### config.mk
export PLATFORM = sky130hd
export DESIGN_NAME = pipeline_ctrl
export DESIGN_NICKNAME = d
export VERILOG_FILES = /design/src/rtl/pipeline_ctrl.sv
export SDC_FILE = /design/constraint.sdc
export NUM_CORES = 1
export LEC_CHECK = 0
export ABC_AREA = 1
export CAP_MARGIN = 10
export CORE_MARGIN = 1.5
export CORE_UTILIZATION = 45
export CTS_CLUSTER_SIZE = 10
export DETAILED_ROUTE_END_ITERATION = 10
export PLACE_DENSITY = 0.84
export SYNTH_ARGS = -nofsm -noshare
export SYNTH_HDL_FRONTEND = slang
export SYNTH_SLANG_ARGS = --single-unit
### constraint.sdc
create_clock -name clk -period 1.38 [get_ports clk]
set_clock_uncertainty 0.15 [all_clocks]
set_input_delay 0.276 -clock clk [delete_from_list [all_inputs] [get_ports clk]]
set_output_delay 0.276 -clock clk [all_outputs]
set_load 0.01 [all_outputs]
### src/rtl/pipeline_ctrl.sv
// rtl/pipeline_ctrl.sv - RV32 5-stage pipeline control: decode, ID/EX/MEM/WB control stages, hazards, forwarding
module pipeline_ctrl #(
  parameter int REG_AW = 5,
  parameter int FWD_EN = 1
) (
  input  logic              clk,
  input  logic              rst_n,
  input  logic [6:0]        opcode_id,
  input  logic [REG_AW-1:0] rs1_id,
  input  logic [REG_AW-1:0] rs2_id,
  input  logic [REG_AW-1:0] rd_id,
  input  logic              branch_taken_ex,
  input  logic              mem_hold,
  output logic              stall,
  output logic              flush,
  output logic              alusrc_ex,
  output logic              branch_ex,
  output logic [1:0]        aluop_ex,
  output logic              illegal_ex,
  output logic [1:0]        forward_a,
  output logic [1:0]        forward_b,
  output logic              memread_mem,
  output logic              memwrite_mem,
  output logic              memtoreg_wb,
  output logic              regwrite_wb,
  output logic [REG_AW-1:0] rd_ex,
  output logic [REG_AW-1:0] rd_mem,
  output logic [REG_AW-1:0] rd_wb
);

  localparam logic [6:0] OP_R   = 7'b0110011;
  localparam logic [6:0] OP_I   = 7'b0010011;
  localparam logic [6:0] OP_LW  = 7'b0000011;
  localparam logic [6:0] OP_SW  = 7'b0100011;
  localparam logic [6:0] OP_BR  = 7'b1100011;

  logic       d_regwrite, d_memtoreg, d_memread, d_memwrite, d_alusrc, d_branch, d_illegal;
  logic [1:0] d_aluop;
  logic       use_rs1, use_rs2;

  logic              regwrite_ex, memtoreg_ex, memread_ex, memwrite_ex;
  logic [REG_AW-1:0] rs1_ex, rs2_ex;
  logic              regwrite_mem, memtoreg_mem;
  logic              hazard, taken, bubble;
  logic [1:0]        sel_a, sel_b;

  always_comb begin
    d_regwrite = 1'b0;
    d_memtoreg = 1'b0;
    d_memread  = 1'b0;
    d_memwrite = 1'b0;
    d_alusrc   = 1'b0;
    d_branch   = 1'b0;
    d_illegal  = 1'b0;
    d_aluop    = 2'b00;
    use_rs1    = 1'b1;
    use_rs2    = 1'b0;
    case (opcode_id)
      OP_R:  begin d_regwrite = 1'b1; d_aluop = 2'b10; use_rs2 = 1'b1; end
      OP_I:  begin d_alusrc = 1'b1; d_regwrite = 1'b1; d_aluop = 2'b11; end
      OP_LW: begin d_alusrc = 1'b1; d_memtoreg = 1'b1; d_regwrite = 1'b1; d_memread = 1'b1; end
      OP_SW: begin d_alusrc = 1'b1; d_memwrite = 1'b1; use_rs2 = 1'b1; end
      OP_BR: begin d_branch = 1'b1; d_aluop = 2'b01; use_rs2 = 1'b1; end
      default: begin d_illegal = 1'b1; use_rs1 = 1'b0; end
    endcase
  end

  assign hazard = memread_ex && (rd_ex != '0) &&
                  ((use_rs1 && (rs1_id == rd_ex)) || (use_rs2 && (rs2_id == rd_ex)));
  assign taken  = branch_ex & branch_taken_ex;
  assign bubble = taken | hazard;
  assign stall  = mem_hold | (hazard & ~taken);
  assign flush  = taken & ~mem_hold;

  // ID/EX stage
  always_ff @(posedge clk or negedge rst_n) begin
    if (!rst_n) begin
      regwrite_ex <= 1'b0; memtoreg_ex <= 1'b0; memread_ex <= 1'b0; memwrite_ex <= 1'b0;
      alusrc_ex   <= 1'b0; branch_ex   <= 1'b0; illegal_ex <= 1'b0; aluop_ex    <= 2'b00;
      rd_ex <= '0; rs1_ex <= '0; rs2_ex <= '0;
    end else if (!mem_hold) begin
      if (bubble) begin
        regwrite_ex <= 1'b0; memtoreg_ex <= 1'b0; memread_ex <= 1'b0; memwrite_ex <= 1'b0;
        alusrc_ex   <= 1'b0; branch_ex   <= 1'b0; illegal_ex <= 1'b0; aluop_ex    <= 2'b00;
        rd_ex <= '0; rs1_ex <= '0; rs2_ex <= '0;
      end else begin
        regwrite_ex <= d_regwrite; memtoreg_ex <= d_memtoreg;
        memread_ex  <= d_memread;  memwrite_ex <= d_memwrite;
        alusrc_ex   <= d_alusrc;   branch_ex   <= d_branch;
        illegal_ex  <= d_illegal;  aluop_ex    <= d_aluop;
        rd_ex <= rd_id; rs1_ex <= rs1_id; rs2_ex <= rs2_id;
      end
    end
  end

  // EX/MEM and MEM/WB stages
  always_ff @(posedge clk or negedge rst_n) begin
    if (!rst_n) begin
      regwrite_mem <= 1'b0; memtoreg_mem <= 1'b0; memread_mem <= 1'b0; memwrite_mem <= 1'b0;
      rd_mem <= '0;
      regwrite_wb <= 1'b0; memtoreg_wb <= 1'b0; rd_wb <= '0;
    end else if (!mem_hold) begin
      regwrite_mem <= regwrite_ex; memtoreg_mem <= memtoreg_ex;
      memread_mem  <= memread_ex;  memwrite_mem <= memwrite_ex;
      rd_mem       <= rd_ex;
      regwrite_wb  <= regwrite_mem; memtoreg_wb <= memtoreg_mem; rd_wb <= rd_mem;
    end
  end

  always_comb begin
    sel_a = 2'b00;
    sel_b = 2'b00;
    if (regwrite_mem && (rd_mem != '0) && (rd_mem == rs1_ex))     sel_a = 2'b10;
    else if (regwrite_wb && (rd_wb != '0) && (rd_wb == rs1_ex))   sel_a = 2'b01;
    if (regwrite_mem && (rd_mem != '0) && (rd_mem == rs2_ex))     sel_b = 2'b10;
    else if (regwrite_wb && (rd_wb != '0) && (rd_wb == rs2_ex))   sel_b = 2'b01;
  end

  assign forward_a = (FWD_EN != 0) ? sel_a : 2'b00;
  assign forward_b = (FWD_EN != 0) ? sel_b : 2'b00;

endmodule
==> flow_metrics.tcl, run 1 <==
set metrics [dict create \
    via_count 2501 \
    worstPathMaxFanout 5 \
    timing_worst_slew_pin_value_ns 0.5188 \
    layout-drive-gt1-share_pct 43.37 \
    run_status "finished with violations" \
    worst_hold_slack_ns 0.2474 \
    drc_errors 0 \
    clk_pin_slew_ns 0.08 \
    syn_area_sq_mm 0.002290 \
    antennaDiodeCount 0 \
    grt_max_degree 58 \
    finish.net_count 440 \
    placed_instances 458 \
    total_clock_buffers_created_by_cts 5 \
    grt_overflow 0 \
    total_routed_wirelength_mm 7.582 \
    grt_antenna_before_repair 0 \
    cts-htree-levels 2 \
    preCtsSetupSlack_ns -1.029 \
    cts_tree "yes" \
    worstHoldPathType "in -> reg" \
    cts_buffer_depth 2 \
    timing_worst_setup_path_type "reg -> out" \
    max_clock_freq_mhz 503.3 \
    crit_path_cell_trace "inv_2 > nand2_2 > nand2_2 > nor2_2 > nand3_2 > nand2_2 > nand2_4 > a21oi_4 > buf_6" \
    worst_path_most_repeated_cell "nand2_2" \
    synth_area_per_cell_sq_um 7.607 \
    ctsRootBufferMaster "clkbuf_8" \
    leakage_nw 1.942 \
    grt_first_pass_wirelength_mm 11.63 \
    pin_count 56 \
    vias_per_cell 5.189 \
    final.period_utilization_pct 144.0 \
    critPathArrivalTime_ns 1.56 \
    port-buffer-count 55 \
    finalHoldViolCount 0 \
    floorplan.die.width_microns 74.33 \
    synth-seq-area-share_pct 41.53 \
    synthesis.instances 301 \
    post-route-worst-setup-slack_ns -0.6067 \
    slew_headroom_pct 65.41 \
    setup.worst_path.end_class "output pin" \
    synth_fp_nets 327 \
    final_max_slew_viol_count 0 \
    yosys_register_bits 38 \
    multi_input_area_sq_mm 0.001340 \
    finalSetupViolations 42 \
    clkSinkCount 38 \
    final-seq-area_sq_um 962.2 \
    final-instance-count-excl-fill 482 \
    dp.final_hpwl_mm 4.170 \
    place.gp.congestion 0.8737 \
    synthesis_to_layout_area_growth_pct 63.93 \
    core_sq_mm 0.004817 \
    failing_checks "negative setup slack" \
    worst_skew_pair.late_latency_ns 0.31 \
    cp_startpoint_kind "flip-flop" \
    initial_core_util_pct 47.53 \
    placementRows 25 \
    detailedRoute.firstPassIterationCount 4 \
    synth-warning-count 0 \
    worstPathRequired_ns 0.95 \
    drt_iter0_markers 189 \
    mean_routed_wirelength_per_cell_microns 15.73 \
    cp_slowest_stage_delay_ns 0.43 \
    fp.dieArea_sq_mm 0.005525 \
    max_cap_violation_count 0 \
    grt_pass1_vias 2425 \
    pwr_density_cell_mw_per_mm2 858.3 \
    fillerInstances 314 \
    globalRouteTotalUtil_pct 28.36 \
    rsz0062_at_grt "yes" \
    synth_cell_types 24 \
    slowest_stage "dfrtp_2" \
    fin_crit_ns 1.987 \
    vdd.ir_drop.worst_mv 0.5175 \
    floorplan.die.height_microns 74.33 \
    ant_nets 0 \
]
==> cell families after synthesis <==
family,Yosys count,share of synthesized area [%]
simple gates,185,39.07
buf+inv,42,7.760
flops,38,41.53
xor+xnor,20,7.650
compound gates,16,3.989
==> repair_timing <==
action,CTS,global route
gates cloned,3,0
pin swaps,18,12
hold buffers,1,0
endpoints found under the hold margin,38,0
setup buffers,14,7
resized for setup,164,48
setup endpoints to repair,52,47
==> metal layers <==
layer / track usage (%) / share of wire (%) / up-vias
met1: 35.12 / 39 / 1191
met2: 48.31 / 50 / 124
met3: 6.233 / 6.9 / 26
li1: - / - / 1160
met4: 11.11 / 3.8 / 0
met5: 0 / 0 / -
==> layout make-up <==
class / instances / area share, %
clock buffers: 5 / 1.833
clock inverters: 3 / 1.067
inverters: 30 / 3.000
multi-input cells: 221 / 35.70
flip-flops and latches: 38 / 25.63
well taps: 67 / 2.233
repair buffers: 118 / 30.53
==> where the power goes <==
part | switching [mW] | total, mW | internal [mW] | leakage (nW)
Clock | 0.453 | 0.985 | 0.533 | 0.0579
Combinational | 0.428 | 0.921 | 0.493 | 1.41
Sequential | 0.117 | 1.32 | 1.20 | 0.476
Total | 0.997 | 3.22 | 2.22 | 1.94
==> cell usage after synthesis <==
library cell	number	area share, %
a21oi_1	2	0.44
a21oi_4	1	0.71
buf_1	3	0.49
buf_2	4	0.87
buf_6	2	0.98
clkbuf_1	3	0.49
dfrtp_1	38	42
inv_1	21	3.4
inv_2	9	1.5
nand2_1	110	18
nand2_2	1	0.27
nand2_4	1	0.49
nand3_1	7	1.5
nand3_2	21	9.2
nand4_1	5	1.4
nor2_1	27	4.4
nor2_2	3	0.82
nor2_4	1	0.49
nor3_1	8	1.7
nor3_4	1	0.71
o21ai_0	10	2.2
o21ai_1	3	0.66
xnor2_1	12	4.6
xor2_1	8	3.1
==> final timing paths <==
check	start	to	slack [ns]	cells after the start
worst max-delay path	rd_ex[1]	stall	-0.61	9
worst min-delay path	mem_hold	memwrite_mem	0.25	4
worst max register to register	rd_ex[1]	memwrite_ex	-0.55	13
worst min register to register	regwrite_ex	regwrite_mem	0.32	2
max in group asynchronous	rst_n	rd_ex[3]	0.56	3
min in group asynchronous	rst_n	rs1_ex[4]	0.30	3
==> registers in the layout, summed over array words and instances, names as in the netlist, 2 cells and up <==
| register | flops |
|---|---|
| aluop_ex | 2 |
| rd_ex | 5 |
| rd_mem | 5 |
| rd_wb | 5 |
| rs1_ex | 5 |
| rs2_ex | 5 |
==> layout by cell type, fill, tap and decap left out, types with 3 or more instances in the layout <==
cell type	synthesis	layout
o21ai_0	10	10
nor2_4	1	3
buf_4	0	38
nand3_4	0	7
clkdlybuf4s15_1	0	4
nor3_1	8	4
clkdlybuf4s50_1	0	12
clkbuf_2	0	3
xnor2_1	12	10
buf_2	4	7
nor2_2	3	7
nor2_1	27	21
nor3_2	0	3
dfrtp_2	0	9
nand3_1	7	3
nand2_2	1	14
buf_12	0	4
xor2_1	8	8
inv_2	9	13
nand2_1	110	97
inv_1	21	17
dlygate4sd2_1	0	10
nand4_1	5	5
buf_6	2	36
clkbuf_8	0	5
nand3_2	21	18
dfrtp_1	38	29
==> per-stage QoR <==
| stage | TNS [ns] | util (%) | area, sq um | total power, mW |
|---|---|---|---|---|
| 3_5_place_dp | -18.87 | 67.30 | 3242 | 2.092 |
| 5_1_grt | -16.93 | 77.92 | 3754 | 3.353 |
| 3_3_place_gp | -18.50 | 67.30 | 3242 | 2.064 |
| 6_report | -14.87 | 77.92 | 3754 | 3.222 |
| 4_1_cts | -11.88 | 74.96 | 3611 | 3.129 |
| 2_1_floorplan | -0.9597 | - | 2317 | 1.661 |
==> worst max-delay path, delay by kind of cell, from the launching register on <==
kind	cells	cell delay, ns
AOI/OAI and AO/OA	1	0.12
DFF	1	0.43
buffers and inverters	2	0.18
and+or+nand+nor	6	0.52
(Power assumes the default switching activity.)
==> run 2: changes to the inputs <==
--- a/config.mk
+++ b/config.mk
@@ -8,10 +8,10 @@
 export ABC_AREA = 1
 export CAP_MARGIN = 10
 export CORE_MARGIN = 1.5
-export CORE_UTILIZATION = 45
+export CORE_UTILIZATION = 50
 export CTS_CLUSTER_SIZE = 10
 export DETAILED_ROUTE_END_ITERATION = 10
-export PLACE_DENSITY = 0.84
+export PLACE_DENSITY = 0.88
 export SYNTH_ARGS = -nofsm -noshare
 export SYNTH_HDL_FRONTEND = slang
 export SYNTH_SLANG_ARGS = --single-unit
==> constraint.sdc (replaced) <==
create_clock -name clk -period 2.3 [get_ports clk]
set_clock_uncertainty 0.15 [all_clocks]
set_input_delay 0.46 -clock clk [delete_from_list [all_inputs] [get_ports clk]]
set_output_delay 0.46 -clock clk [all_outputs]
set_load 0.01 [all_outputs]
==> flow_metrics.tcl, run 2 (synthesis results as in run 1) <==
set metrics [dict create \
    worst_skew_pair.late_latency_ns 0.31 \
    ctsRootBufferMaster "clkbuf_8" \
    finalHoldViolCount 0 \
    initial_core_util_pct 52.23 \
    placementRows 24 \
    layout.cells.most_common "nand2_1" \
    cts_tree "yes" \
    final-seq-area_sq_um 962.2 \
    mean_routed_wirelength_per_cell_microns 14.53 \
    floorplan.die.height_microns 70.67 \
    cts-htree-levels 2 \
    fillerInstances 302 \
    grt_antenna_before_repair 0 \
    pin_count 56 \
    worstPathRequired_ns 1.69 \
    dp.final_hpwl_mm 4.291 \
    final-instance-count-excl-fill 435 \
    fin_crit_ns 2.224 \
    antennaDiodeCount 0 \
    total_clock_buffers_created_by_cts 5 \
    clkSinkCount 38 \
    finish.net_count 408 \
    seq_power_share_pct 46.1 \
    port-buffer-count 55 \
    vias_per_cell 5.267 \
    timing_worst_slew_pin_value_ns 0.6439 \
    globalRouteTotalUtil_pct 25.63 \
    ctsHoldBuffers 0 \
    vdd.ir_drop.worst_mv 0.2794 \
    ant_nets 0 \
    worst_hold_slack_ns 0.01953 \
    clk_pin_slew_ns 0.08 \
    finalSetupViolations 0 \
    synthesis_to_layout_area_growth_pct 43.11 \
    power_frac_clock_pct 28.6 \
    total_routed_wirelength_mm 6.321 \
    floorplan.die.width_microns 70.67 \
    pwr_density_cell_mw_per_mm2 532.6 \
    power_frac_comb_pct 25.3 \
    fp.dieArea_sq_mm 0.004994 \
    grt_overflow 0 \
    max_cap_violation_count 0 \
    setup.worst_path.end_class "output pin" \
    critPathArrivalTime_ns 1.61 \
    power_switching_mw 0.5502 \
    placed_instances 421 \
    final.period_utilization_pct 96.71 \
    multi_input_area_sq_mm 0.001251 \
    run_status "finished, final reports clean" \
    drc_errors 0 \
    detailedRoute.firstPassIterationCount 4 \
    power.switching_fraction_pct 31.53 \
    layout-drive-gt1-share_pct 27.94 \
    drt_iter0_markers 211 \
    core_sq_mm 0.004384 \
    timing_worst_setup_path_type "reg -> out" \
    place.gp.congestion 0.8002 \
    internal_power_mw 1.195 \
    grt_max_degree 57 \
    most-common-layout-cells "nand2_1 (109), buf_4 (31), clkdlybuf4s50_1 (30), dfrtp_1 (29), nor2_1 (22)" \
    max_clock_freq_mhz 449.6 \
    via_count 2291 \
    slew_headroom_pct 57.08 \
    cp_startpoint_kind "flip-flop" \
    worstPathMaxFanout 4 \
    grt_pass1_vias 2285 \
    final_max_slew_viol_count 0 \
    worstHoldPathType "in -> async" \
    final.setup.tns_ns 0 \
    grt_first_pass_wirelength_mm 10.03 \
    leakage_nw 1.794 \
    cts_buffer_depth 2 \
]
## run 2: cell types whose count changed in the layout (fill, tap and decap cells not counted), sizes merged, moves of 3 or more
cell           delta
clkdlybuf4s50    +18
dlymetal6s2s     +14
dlygate4sd2       -5
clkdlybuf4s15     -3
buf              -53
## run 2: path summary, 6_finish.rpt
kind                                  start            to  slack (ns)  cells past startpoint
worst max-delay path              rd_mem[3]  forward_b[1]        0.08                      4
worst min-delay path                  rst_n  regwrite_mem        0.02                      1
worst max register to register     rd_ex[3]     rs2_ex[4]        0.47                     11
worst min register to register  aluop_ex[1]   aluop_ex[1]        0.33                      2
max in group asynchronous             rst_n      rd_wb[1]        1.41                      2
min in group clk                aluop_ex[1]   aluop_ex[1]        0.33                      2
## run 2: critical path, cell delays in order, from the launching register on
cell and delay, ns:
dfrtp_2 0.46, xnor2_1 0.21, nand4_1 0.14, nor3_2 0.21, dlygate4sd2_1 0.29
## run 2: metrics by stage
step	area [sq um]	util [%]	total power, mW	setup slack, ns
floorplan	2290	-	0.9894	0.3846
global placement	3018	68.84	1.181	-0.4595
detailed placement	3018	68.84	1.204	-0.4817
CTS	3134	71.49	1.705	-0.1336
global route	3277	74.74	1.830	-0.02706
finish	3277	74.74	1.745	0.07576
## run 2: layer usage
layer | up-vias | track usage, % | part of all wire (%)
met5 | - | 0 | 0
met4 | 0 | 12.79 | 2.7
met3 | 19 | 6.410 | 6.2
met2 | 101 | 44.86 | 51
met1 | 1077 | 29.17 | 40
li1 | 1094 | - | -
## run 2: final cells by class
class	instances	area share, %
Clock buffer	7	2.635
Clock inverter	1	0.1527
Inverter	30	3.436
Multi-Input combinational cell	221	38.18
Sequential cell	38	29.36
Tap cell	52	1.985
Timing Repair Buffer	86	24.25
## run 2: power groups by stage
| stage | Clock [mW] | Combinational [mW] | Sequential, mW |
|---|---|---|---|
| 2_1_floorplan | 0 | 0.187 | 0.802 |
| 3_3_place_gp | 0 | 0.382 | 0.799 |
| 3_5_place_dp | 0 | 0.399 | 0.805 |
| 4_1_cts | 0.504 | 0.406 | 0.795 |
| 5_1_grt | 0.537 | 0.484 | 0.810 |
| 6_report | 0.499 | 0.442 | 0.805 |
## run 2: what timing repair did
item                                    CTS  global route
pin swaps                                 4            17
setup buffers                             0             6
endpoints found under the setup margin    6             4
gates resized for setup                  24            32
==> run 3: changes to the inputs <==
--- a/config.mk
+++ b/config.mk
@@ -5,7 +5,7 @@
 export SDC_FILE = /design/constraint.sdc
 export NUM_CORES = 1
 export LEC_CHECK = 0
-export ABC_AREA = 1
+export ABC_AREA = 0
 export CAP_MARGIN = 10
 export CORE_MARGIN = 1.5
 export CORE_UTILIZATION = 50
==> constraint.sdc (replaced) <==
create_clock -name clk -period 2.3 [get_ports clk]
set_clock_uncertainty 0.15 [all_clocks]
set_input_delay 0.46 -clock clk [delete_from_list [all_inputs] [get_ports clk]]
set_output_delay 0.46 -clock clk [all_outputs]
set_load 0.05 [all_outputs]
==> flow_metrics.tcl, run 3 <==
set metrics [dict create \
    run_status "finished with violations" \
    failing_checks "negative setup slack" \
    cp_slowest_stage_delay_ns 0.55 \
    vias_per_cell 5.886 \
    synthesis.instances 201 \
    most-common-layout-cells "buf_4 (39), clkdlybuf4s50_1 (36), nand2_1 (26), dfrtp_1 (24), a32oi_1 (21)" \
    synthesis_to_layout_area_growth_pct 53.08 \
    crit_path_cell_trace "xor2_1 > or4_4 > nor4_4 > buf_12" \
    worst_skew_pair.late_latency_ns 0.30 \
    final.period_utilization_pct 113.0 \
    cts_buffer_depth 2 \
    grt_antenna_before_repair 0 \
    yosys_register_bits 38 \
    layout.cells.most_common "buf_4" \
    vdd.ir_drop.worst_mv 0.3674 \
    finalHoldViolCount 0 \
    synth-warning-count 0 \
    yosys-top-cells-area "dfrtp_1 (43%), a32oi_1 (8.3%), mux2_2 (7.6%)" \
    synth_cell_types 35 \
    floorplan.die.width_microns 69.50 \
    timing_worst_slew_pin_value_ns 0.5049 \
    syn_area_sq_mm 0.002211 \
    total_routed_wirelength_mm 6.391 \
    floorplan.die.height_microns 69.50 \
    placed_instances 328 \
    fin_crit_ns 2.600 \
    internal_power_mw 1.415 \
    synth_edf_count 0 \
    ff2ff_setup_slack_ns 0.22 \
    slowest_stage "or4_4" \
    ant_nets 0 \
    synth_fp_nets 227 \
    placementRows 23 \
    rsz0062_at_grt "yes" \
    clkSinkCount 38 \
    finalSetupViolations 5 \
    ys_dominant_reg_cell "dfrtp_1" \
    core_sq_mm 0.004115 \
    port-buffer-count 55 \
    synth.most_common_cell "dfrtp_1" \
    cts_tree "yes" \
    power_frac_clock_pct 25.7 \
    synth_top_cells_by_count "dfrtp_1 (38), nand2_1 (26), a32oi_1 (21)" \
    cts-htree-levels 2 \
    critPathArrivalTime_ns 1.99 \
    drc_errors 0 \
    dp.final_hpwl_mm 4.152 \
    worstHoldPathType "in -> async" \
    post-route-util_pct 82.24 \
    layout-drive-gt1-share_pct 45.02 \
    clk_pin_slew_ns 0.08 \
    yosysTopAreaCellShare_pct 43.01 \
    synth_top_area_cell "dfrtp_1" \
    grt_pass1_vias 2148 \
    seq_power_share_pct 37.6 \
    final-instance-count-excl-fill 341 \
    initial_core_util_pct 53.72 \
    pwr_density_cell_mw_per_mm2 653.5 \
    ctsRootBufferMaster "clkbuf_8" \
    leakage_nw 1.358 \
    pin_count 56 \
    timing.reg2reg.worst_path_depth 6 \
    detailedRoute.firstPassIterationCount 4 \
    worst_hold_slack_ns 0.05846 \
    power.switching_fraction_pct 36.03 \
    synth-seq-area-share_pct 43.01 \
    place.gp.congestion 0.8351 \
    fp.dieArea_sq_mm 0.004830 \
    total_clock_buffers_created_by_cts 5 \
    slew_headroom_pct 66.24 \
    worstPathMaxFanout 5 \
    antennaDiodeCount 0 \
    max_cap_violation_count 0 \
    cp_startpoint_kind "flip-flop" \
    synth_area_per_cell_sq_um 11.00 \
    power_switching_mw 0.7969 \
    post_route_total_power_mw 2.212 \
    power_frac_comb_pct 36.6 \
    asyncSetResetFlopFracSynth_pct 100.0 \
    setup.worst_path.end_class "output pin" \
    globalRouteTotalUtil_pct 28.21 \
    via_count 2007 \
    mean_routed_wirelength_per_cell_microns 18.74 \
    grt_overflow 0 \
    max_clock_freq_mhz 384.6 \
    drt_iter0_markers 129 \
    worstPathRequired_ns 1.69 \
    finish.net_count 316 \
    grt_first_pass_wirelength_mm 10.68 \
    grt_max_degree 39 \
    final_max_slew_viol_count 0 \
    preCtsSetupSlack_ns -0.2458 \
    timing_worst_setup_path_type "reg -> out" \
    post-route-worst-setup-slack_ns -0.2999 \
]
[run 3: repair_timing]
| item | in CTS | in global routing |
|---|---|---|
| resized for setup | 24 | 4 |
| endpoints found under the setup margin | 5 | 5 |
| hold buffers | 0 | 0 |
| setup buffers | 4 | 2 |
| gates cloned | 0 | 0 |
| hold endpoints to repair | 0 | 0 |
| pin swaps | 6 | 4 |
[run 3: area by class of cell]
type | instances | area [sq um]
clock buffers | 5 | 68.82
clock inverters | 3 | 40.04
fillers | 244 | 730.7
inverters | 1 | 3.754
multi-input cells | 149 | 1338
flip-flops and latches | 38 | 968.4
well taps | 50 | 62.56
repair buffers | 95 | 903.4
[run 3: power by group through the flow]
stage | sequential (mW) | combinational (mW) | clock (mW)
6_report | 0.832 | 0.810 | 0.569
5_1_grt | 0.840 | 0.853 | 0.600
4_1_cts | 0.830 | 0.799 | 0.570
3_5_place_dp | 0.839 | 0.740 | 0
3_3_place_gp | 0.833 | 0.719 | 0
2_1_floorplan | 1.01 | 0.262 | 0
[run 3: path summary, 6_finish.rpt]
| check | startpoint | end |
|---|---|---|
| worst max-delay path | rd_wb[4] | forward_a[0] |
| worst min register to register | regwrite_ex | regwrite_ex |
| min in group clk | regwrite_ex | regwrite_ex |
| worst max register to register | rd_ex[2] | memread_ex |
| worst min-delay path | rst_n | branch_ex |
| max in group asynchronous | rst_n | rd_wb[0] |
[run 3: per-stage QoR]
| step | setup TNS, ns | area (sq um) |
|---|---|---|
| finish | -0.8372 | 3385 |
| global route | -1.072 | 3385 |
| floorplan | -0.6110 | 2312 |
| CTS | -0.8885 | 3368 |
| detailed placement | -2.554 | 3158 |
| global placement | -1.667 | 3158 |
[run 3: metal layers]
metal  GRT usage (%)  wire length [microns]
met1           35.53                   2712
met2           49.04                   3341
met3           4.942                    252
met4           9.150                     85
met5               0                      0
[run 3: kinds of logic (layout without fill, tap and decap cells)]
group	Yosys count	after routing	share of synthesized area, %
AND/OR/NAND/NOR	50	50	12.39
flip-flops	38	38	43.01
AO/OA/AOI/OAI	54	54	21.28
XOR/XNOR	30	30	11.88
multiplexers	15	15	7.640
buffers and inverters	14	104	3.791
[run 3: critical path, delay by kind of cell (launching register included)]
kind	cells	cell delay, ns
AND/OR/NAND/NOR	2	0.90
buffers and inverters	1	0.18
flip-flops	1	0.45
XOR/XNOR	1	0.17
